<file path="src/rtl/vga_stream_monitor.sv">
// Receive-side VGA stream monitor: recovers pixel coordinates on pix_en, checks line/frame timing,
// tracks lock state and captures the RGB of one probe pixel per frame.
module vga_stream_monitor #(
    parameter int unsigned H_TOTAL  = 800,
    parameter int unsigned H_ACTIVE = 640,
    parameter int unsigned V_TOTAL  = 525,
    parameter int unsigned V_ACTIVE = 480,
    parameter logic        HS_POL   = 1'b0,
    parameter logic        VS_POL   = 1'b0
) (
    input  logic        clk,
    input  logic        reset,
    input  logic        pix_en,
    input  logic        hs,
    input  logic        vs,
    input  logic        blank_n,
    input  logic [23:0] rgb_in,
    input  logic [9:0]  probe_x,
    input  logic [9:0]  probe_y,
    output logic        de,
    output logic [9:0]  x,
    output logic [9:0]  y,
    output logic        frame_start,
    output logic        locked,
    output logic        h_err,
    output logic        v_err,
    output logic [7:0]  err_cnt,
    output logic [23:0] probe_rgb,
    output logic        probe_valid
);

    localparam logic [10:0] HT = 11'(H_TOTAL);
    localparam logic [10:0] HA = 11'(H_ACTIVE);
    localparam logic [9:0]  VT = 10'(V_TOTAL);
    localparam logic [9:0]  VA = 10'(V_ACTIVE);

    typedef enum logic [1:0] {ACQUIRE, CHECK, LOCKED} state_e;

    state_e      state_q;
    logic        locked_q, frame_err_q;
    logic        hs_prev_q, hs_prev_d, vs_prev_q, vs_prev_d;
    logic [10:0] h_cnt_q, h_cnt_d, act_cnt_q, act_cnt_d, act_cnt_b;
    logic [9:0]  line_idx_q, line_idx_d, line_b;
    logic [9:0]  act_lines_q, act_lines_d, act_lines_b, v_lines_q, v_lines_d;
    logic        line_act_q, line_act_d, line_act_b;
    logic        h_seen_q, h_seen_d, v_seen_q, v_seen_d;
    logic [9:0]  probe_x_l_q, probe_x_l_d, probe_y_l_q, probe_y_l_d;
    logic        de_q, de_d, frame_start_q, frame_start_d;
    logic        h_err_q, h_err_d, v_err_q, v_err_d, probe_valid_q, probe_valid_d;
    logic [9:0]  x_q, x_d, y_q, y_d;
    logic [7:0]  err_cnt_q, err_cnt_d;
    logic [23:0] probe_rgb_q, probe_rgb_d;
    logic        hs_lvl, vs_lvl, hs_asrt, vs_asrt, any_err;

    assign hs_lvl  = (hs == HS_POL);
    assign vs_lvl  = (vs == VS_POL);
    assign hs_asrt = pix_en && hs_lvl && !hs_prev_q;
    assign vs_asrt = pix_en && vs_lvl && !vs_prev_q;
    assign any_err = h_err_d || v_err_d;

    always_comb begin
        hs_prev_d     = hs_prev_q;
        vs_prev_d     = vs_prev_q;
        h_cnt_d       = h_cnt_q;
        act_cnt_d     = act_cnt_q;
        line_idx_d    = line_idx_q;
        act_lines_d   = act_lines_q;
        v_lines_d     = v_lines_q;
        line_act_d    = line_act_q;
        h_seen_d      = h_seen_q;
        v_seen_d      = v_seen_q;
        probe_x_l_d   = probe_x_l_q;
        probe_y_l_d   = probe_y_l_q;
        de_d          = de_q;
        x_d           = x_q;
        y_d           = y_q;
        probe_rgb_d   = probe_rgb_q;
        err_cnt_d     = err_cnt_q;
        frame_start_d = 1'b0;
        h_err_d       = 1'b0;
        v_err_d       = 1'b0;
        probe_valid_d = 1'b0;
        act_cnt_b     = act_cnt_q;
        line_b        = line_idx_q;
        line_act_b    = line_act_q;
        act_lines_b   = act_lines_q;
        if (pix_en) begin
            hs_prev_d = hs_lvl;
            vs_prev_d = vs_lvl;
            h_cnt_d   = (h_cnt_q == '1) ? h_cnt_q : h_cnt_q + 11'd1;
            // Line close runs first; *_b carry the post-line values into frame close and pixel logic.
            if (hs_asrt) begin
                h_err_d    = h_seen_q && ((h_cnt_q != HT) || (line_act_q && act_cnt_q != HA));
                h_cnt_d    = 11'd1;
                act_cnt_b  = '0;
                line_act_b = 1'b0;
                h_seen_d   = 1'b1;
                if (line_act_q) begin
                    line_b      = (line_idx_q == '1) ? line_idx_q : line_idx_q + 10'd1;
                    act_lines_b = (act_lines_q == '1) ? act_lines_q : act_lines_q + 10'd1;
                end
                if (!vs_asrt)
                    v_lines_d = (v_lines_q == '1) ? v_lines_q : v_lines_q + 10'd1;
            end
            if (vs_asrt) begin
                v_err_d       = v_seen_q && ((v_lines_q != VT) || (act_lines_b != VA));
                v_lines_d     = hs_asrt ? 10'd1 : 10'd0;
                line_b        = '0;
                act_lines_b   = '0;
                frame_start_d = 1'b1;
                v_seen_d      = 1'b1;
                probe_x_l_d   = probe_x;
                probe_y_l_d   = probe_y;
            end
            line_idx_d  = line_b;
            act_lines_d = act_lines_b;
            act_cnt_d   = act_cnt_b;
            line_act_d  = line_act_b;
            if (blank_n) begin
                de_d       = 1'b1;
                x_d        = act_cnt_b[9:0];
                y_d        = line_b;
                act_cnt_d  = (act_cnt_b == '1) ? act_cnt_b : act_cnt_b + 11'd1;
                line_act_d = 1'b1;
                if (act_cnt_b == {1'b0, probe_x_l_d} && line_b == probe_y_l_d) begin
                    probe_rgb_d   = rgb_in;
                    probe_valid_d = 1'b1;
                end
            end else begin
                de_d = 1'b0;
            end
        end
        if (any_err && err_cnt_q != '1)
            err_cnt_d = err_cnt_q + 8'd1;
    end

    always_ff @(posedge clk or negedge reset) begin
        if (!reset) begin
            state_q       <= ACQUIRE;
            locked_q      <= 1'b0;
            frame_err_q   <= 1'b0;
            hs_prev_q     <= 1'b0;
            vs_prev_q     <= 1'b0;
            h_cnt_q       <= '0;
            act_cnt_q     <= '0;
            line_idx_q    <= '0;
            act_lines_q   <= '0;
            v_lines_q     <= '0;
            line_act_q    <= 1'b0;
            h_seen_q      <= 1'b0;
            v_seen_q      <= 1'b0;
            probe_x_l_q   <= '0;
            probe_y_l_q   <= '0;
            de_q          <= 1'b0;
            x_q           <= '0;
            y_q           <= '0;
            frame_start_q <= 1'b0;
            h_err_q       <= 1'b0;
            v_err_q       <= 1'b0;
            err_cnt_q     <= '0;
            probe_rgb_q   <= '0;
            probe_valid_q <= 1'b0;
        end else begin
            hs_prev_q     <= hs_prev_d;
            vs_prev_q     <= vs_prev_d;
            h_cnt_q       <= h_cnt_d;
            act_cnt_q     <= act_cnt_d;
            line_idx_q    <= line_idx_d;
            act_lines_q   <= act_lines_d;
            v_lines_q     <= v_lines_d;
            line_act_q    <= line_act_d;
            h_seen_q      <= h_seen_d;
            v_seen_q      <= v_seen_d;
            probe_x_l_q   <= probe_x_l_d;
            probe_y_l_q   <= probe_y_l_d;
            de_q          <= de_d;
            x_q           <= x_d;
            y_q           <= y_d;
            frame_start_q <= frame_start_d;
            h_err_q       <= h_err_d;
            v_err_q       <= v_err_d;
            err_cnt_q     <= err_cnt_d;
            probe_rgb_q   <= probe_rgb_d;
            probe_valid_q <= probe_valid_d;
            case (state_q)
                ACQUIRE: if (vs_asrt) begin
                    state_q     <= CHECK;
                    frame_err_q <= 1'b0;
                end
                CHECK: if (vs_asrt) begin
                    frame_err_q <= 1'b0;
                    if (!(frame_err_q || any_err)) begin
                        state_q  <= LOCKED;
                        locked_q <= 1'b1;
                    end
                end else if (any_err) begin
                    frame_err_q <= 1'b1;
                end
                // An error found at the frame boundary belongs to the closed frame, not the new one.
                LOCKED: if (any_err) begin
                    state_q     <= CHECK;
                    locked_q    <= 1'b0;
                    frame_err_q <= !vs_asrt;
                end
                default: begin
                    state_q  <= ACQUIRE;
                    locked_q <= 1'b0;
                end
            endcase
        end
    end

    assign de          = de_q;
    assign x           = x_q;
    assign y           = y_q;
    assign frame_start = frame_start_q;
    assign locked      = locked_q;
    assign h_err       = h_err_q;
    assign v_err       = v_err_q;
    assign err_cnt     = err_cnt_q;
    assign probe_rgb   = probe_rgb_q;
    assign probe_valid = probe_valid_q;

endmodule

</file>
<file path="config.mk">
export PLATFORM = sky130hd
export DESIGN_NAME = vga_stream_monitor
export DESIGN_NICKNAME = d
export VERILOG_FILES = /design/src/rtl/vga_stream_monitor.sv
export SDC_FILE = /design/constraint.sdc
export NUM_CORES = 1
export LEC_CHECK = 0
export CORE_MARGIN = 2
export CORE_UTILIZATION = 25
export CTS_CLUSTER_SIZE = 8
export DETAILED_ROUTE_END_ITERATION = 12
export GPL_TIMING_DRIVEN = 0
export HOLD_SLACK_MARGIN = 0.08
export PLACE_DENSITY_LB_ADDON = 0.08
export SLEW_MARGIN = 5
export SYNTH_ARGS = -nofsm -noshare
export SYNTH_HDL_FRONTEND = slang
export SYNTH_SLANG_ARGS = --single-unit
</file>
<file path="constraint.sdc">
create_clock -name clk -period 7.1 [get_ports clk]
set_input_delay 1.42 -clock clk [delete_from_list [all_inputs] [get_ports clk]]
set_output_delay 1.42 -clock clk [all_outputs]
set_load 0.02 [all_outputs]
</file>
==> flow_metrics.tcl <==
set metrics [dict create \
    outcome "finished, final reports clean" \
    whs_ns 0.4666 \
    grt_pass1_vias 5628 \
    max_freq_mhz 216.0 \
    final_hold_viol_count 0 \
    crit_cells 12 \
    nets 879 \
    synth_top_area_share_pct 49.11 \
    cp_slowest_stage_delay_ns 0.48 \
    yosys.area.top_type "dfrtp_1" \
    vias_per_cell 4.654 \
    setup_viol 0 \
    relSlewSlack_pct 50.85 \
    drt_wl_total_um 19810 \
    grt_overflow 0 \
    grt_max_degree 74 \
    ant_nets 0 \
    hpwl_um 14320 \
    worst_path_most_repeated_cell "nand4_1" \
    crit_path_top_delay_cell "a311oi_1" \
    synth_edf_count 0 \
    end_kind "flop" \
    setup_tns_ns 0 \
    post_cts_buffers 0 \
    slew_violations 0 \
    p_per_area_mw_per_mm2 268.2 \
    p_leak_nw 4.030 \
    r2r_setup_slack_ns 3.55 \
    cts_tree "done" \
    yosysUniqueCellTypes 76 \
    timing.final.crit_period_ns 4.630 \
    yosysSeqAreaShare_pct 49.11 \
    num_rows 61 \
    start_util_pct 25.38 \
    hold_buffers 0 \
    dp_cells 1177 \
    clockBufferDepth 2 \
    place.gp.congestion 0.7684 \
    min_from "v_seen_q$_DFFE_PN0P_" \
    worstMarginPinSlew_ns 0.7372 \
    min_path_cells 1 \
    hold_class "reg2reg" \
    drive_gt1_share_pct 11.08 \
    cts_buffers 17 \
    yosysMostFrequentCell "dfrtp_1" \
    cts-htree-levels 4 \
    clk_pin_slew_ns 0.06 \
    critPathMaxFanout 10 \
    rsz0062_at_grt "no" \
    syn_inst 692 \
    vias 5622 \
    peakVddDrop_uv 146.5 \
    insertion_delay_ns 0.42 \
    yosys-top-cells-count "dfrtp_1, nand2_1, nor2_1" \
    synth_seq_cells 138 \
    critPathTopFamily "simple AND/OR/NAND/NOR gates" \
    die_h_um 171.7 \
    fin_crit_sh_pct 65.21 \
    holdPathEnd "v_seen_q$_DFFE_PN0P_" \
    reg2reg_depth 11 \
    layout.cells.non_filler 1208 \
    yosysWarnings 0 \
    postSynthAreaPerCell_um2 10.16 \
    crit_buf_inv 4 \
    ios 108 \
    crit_chain "clkdlybuf4s50_1 -> or3b_1 -> buf_2 -> inv_4 -> mux2_2 -> xnor2_1 -> nand4_1 -> a311oi_1 -> nand4_1 -> nor4_4 -> buf_6 -> mux2_4" \
    fin_total_pwr_mw 2.481 \
    post-route-util_pct 33.39 \
    antenna_found_initial 0 \
    reg2reg_to "probe_rgb[13]$_DFFE_PN0P_" \
    synth_ff_type "dfrtp_1" \
    synth-async-reset-ratio_pct 100.0 \
    chipWidth_um 171.7 \
    cp-start-kind "input pin" \
    place.port_buffers 106 \
    synth_area_leaders "dfrtp_1, nand2_1, mux2_4" \
    critPathKind "in2reg" \
    gr-usage-all-layers_pct 13.99 \
    drtPass1Iterations 7 \
    area_growth_syn_to_layout_pct 31.57 \
    synth_fp_nets 753 \
    cts-resized-gates 0 \
    die_area_mm2 0.02948 \
    skew_ns 0.01441 \
    grt_pass1_wl_um 31500 \
    cp.arrival_ns 4.93 \
    drc 0 \
    cts-root-buf "clkbuf_16" \
    wl_per_cell_um 16.40 \
    drv_cap 0 \
    syn_area_mm2 0.007032 \
    n_antenna_cell 0 \
    coreArea_mm2 0.02771 \
    r2r_start "vs_prev_q$_DFFE_PN0P_" \
    drt_iter0_drc 341 \
    required_ns 7.40 \
    cts_sinks 138 \
]
[how the worst max path moves through the flow]
stage	from	slack, ns	end
final	vs	2.47	probe_rgb[13]$_DFFE_PN0P_
after global routing	vs	2.18	probe_rgb[13]$_DFFE_PN0P_
after CTS	hs	2.40	probe_rgb[13]$_DFFE_PN0P_
after detailed placement	hs	1.98	probe_rgb[23]$_DFFE_PN0P_
after global placement	reset	-1.49	x[8]$_DFFE_PN0P_
after floorplan	pix_en	2.90	probe_rgb[10]$_DFFE_PN0P_
[state kept, by name, indices dropped and copies added, names as in the netlist, 2 cells and up]
signal / flops
v_lines_q: 10
act_cnt_q: 11
y: 10
state_q: 2
act_lines_q: 10
x: 10
probe_x_l_q: 10
probe_rgb: 24
probe_y_l_q: 10
h_cnt_q: 11
line_idx_q: 10
err_cnt: 8
[layout by cell type (no fill, tap or decap), drive strengths merged, types with 6 or more instances in the layout]
cell,instances
dfrtp,138
nand2,114
clkdlybuf4s50,105
nor2,56
clkbuf,43
inv,32
mux2,29
o21ai,28
xor2,25
xnor2,23
nand3,17
nand4,17
nor3,17
mux2i,16
a21oi,14
buf,13
ha,11
and3,11
a31oi,9
nand3b,7
or3,6
nor4,6
[per-layer routing]
layer  track usage, %  vias up  part of all wire, %  wire [um]
met5                0        -                    0          0
met2            22.21      119                   47       9333
met3            2.991       15                  3.6        714
li1                 -     2671                    -          -
met4            3.279        0                  1.2        241
met1            19.44     2817                   48       9522
[cell families (layout without fill, tap and decap cells)]
| logic type | Yosys count | count (layout) | share of synthesized area [%] |
|---|---|---|---|
| AND/OR/NAND/NOR | 285 | 285 | 20.50 |
| flip-flops | 138 | 138 | 49.11 |
| AO/OA/AOI/OAI | 101 | 101 | 10.11 |
| buffers and inverters | 64 | 202 | 4.360 |
| XOR/XNOR | 48 | 48 | 5.979 |
| multiplexers | 45 | 45 | 7.989 |
| adder cells (fa/ha/maj) | 11 | 11 | 1.957 |
[stage by stage]
step / setup slack, ns / area, um2
5_1_grt: 2.177 / 9251
3_5_place_dp: 1.983 / 8598
3_3_place_gp: -1.486 / 8566
6_report: 2.470 / 9251
4_1_cts: 2.404 / 9251
2_1_floorplan: 2.901 / 7032
[final cells by class]
| cell class | instances | area [um2] |
|---|---|---|
| fillers | 2824 | 18450 |
| plain buffers | 36 | 198.9 |
| clock inverters | 13 | 214.0 |
| clock buffers | 18 | 439.2 |
| multi-input cells | 490 | 3272 |
| repair buffers | 107 | 1094 |
| flip-flops and latches | 138 | 3453 |
| inverters | 28 | 107.6 |
| well taps | 378 | 473.0 |
[power breakdown]
group | internal (mW) | leakage (nW) | switching (mW)
Clock | 0.636 | 0.314 | 0.366
Combinational | 0.231 | 1.87 | 0.284
Sequential | 0.880 | 1.84 | 0.0845
Total | 1.75 | 4.03 | 0.734
(Power assumes the default switching activity.)
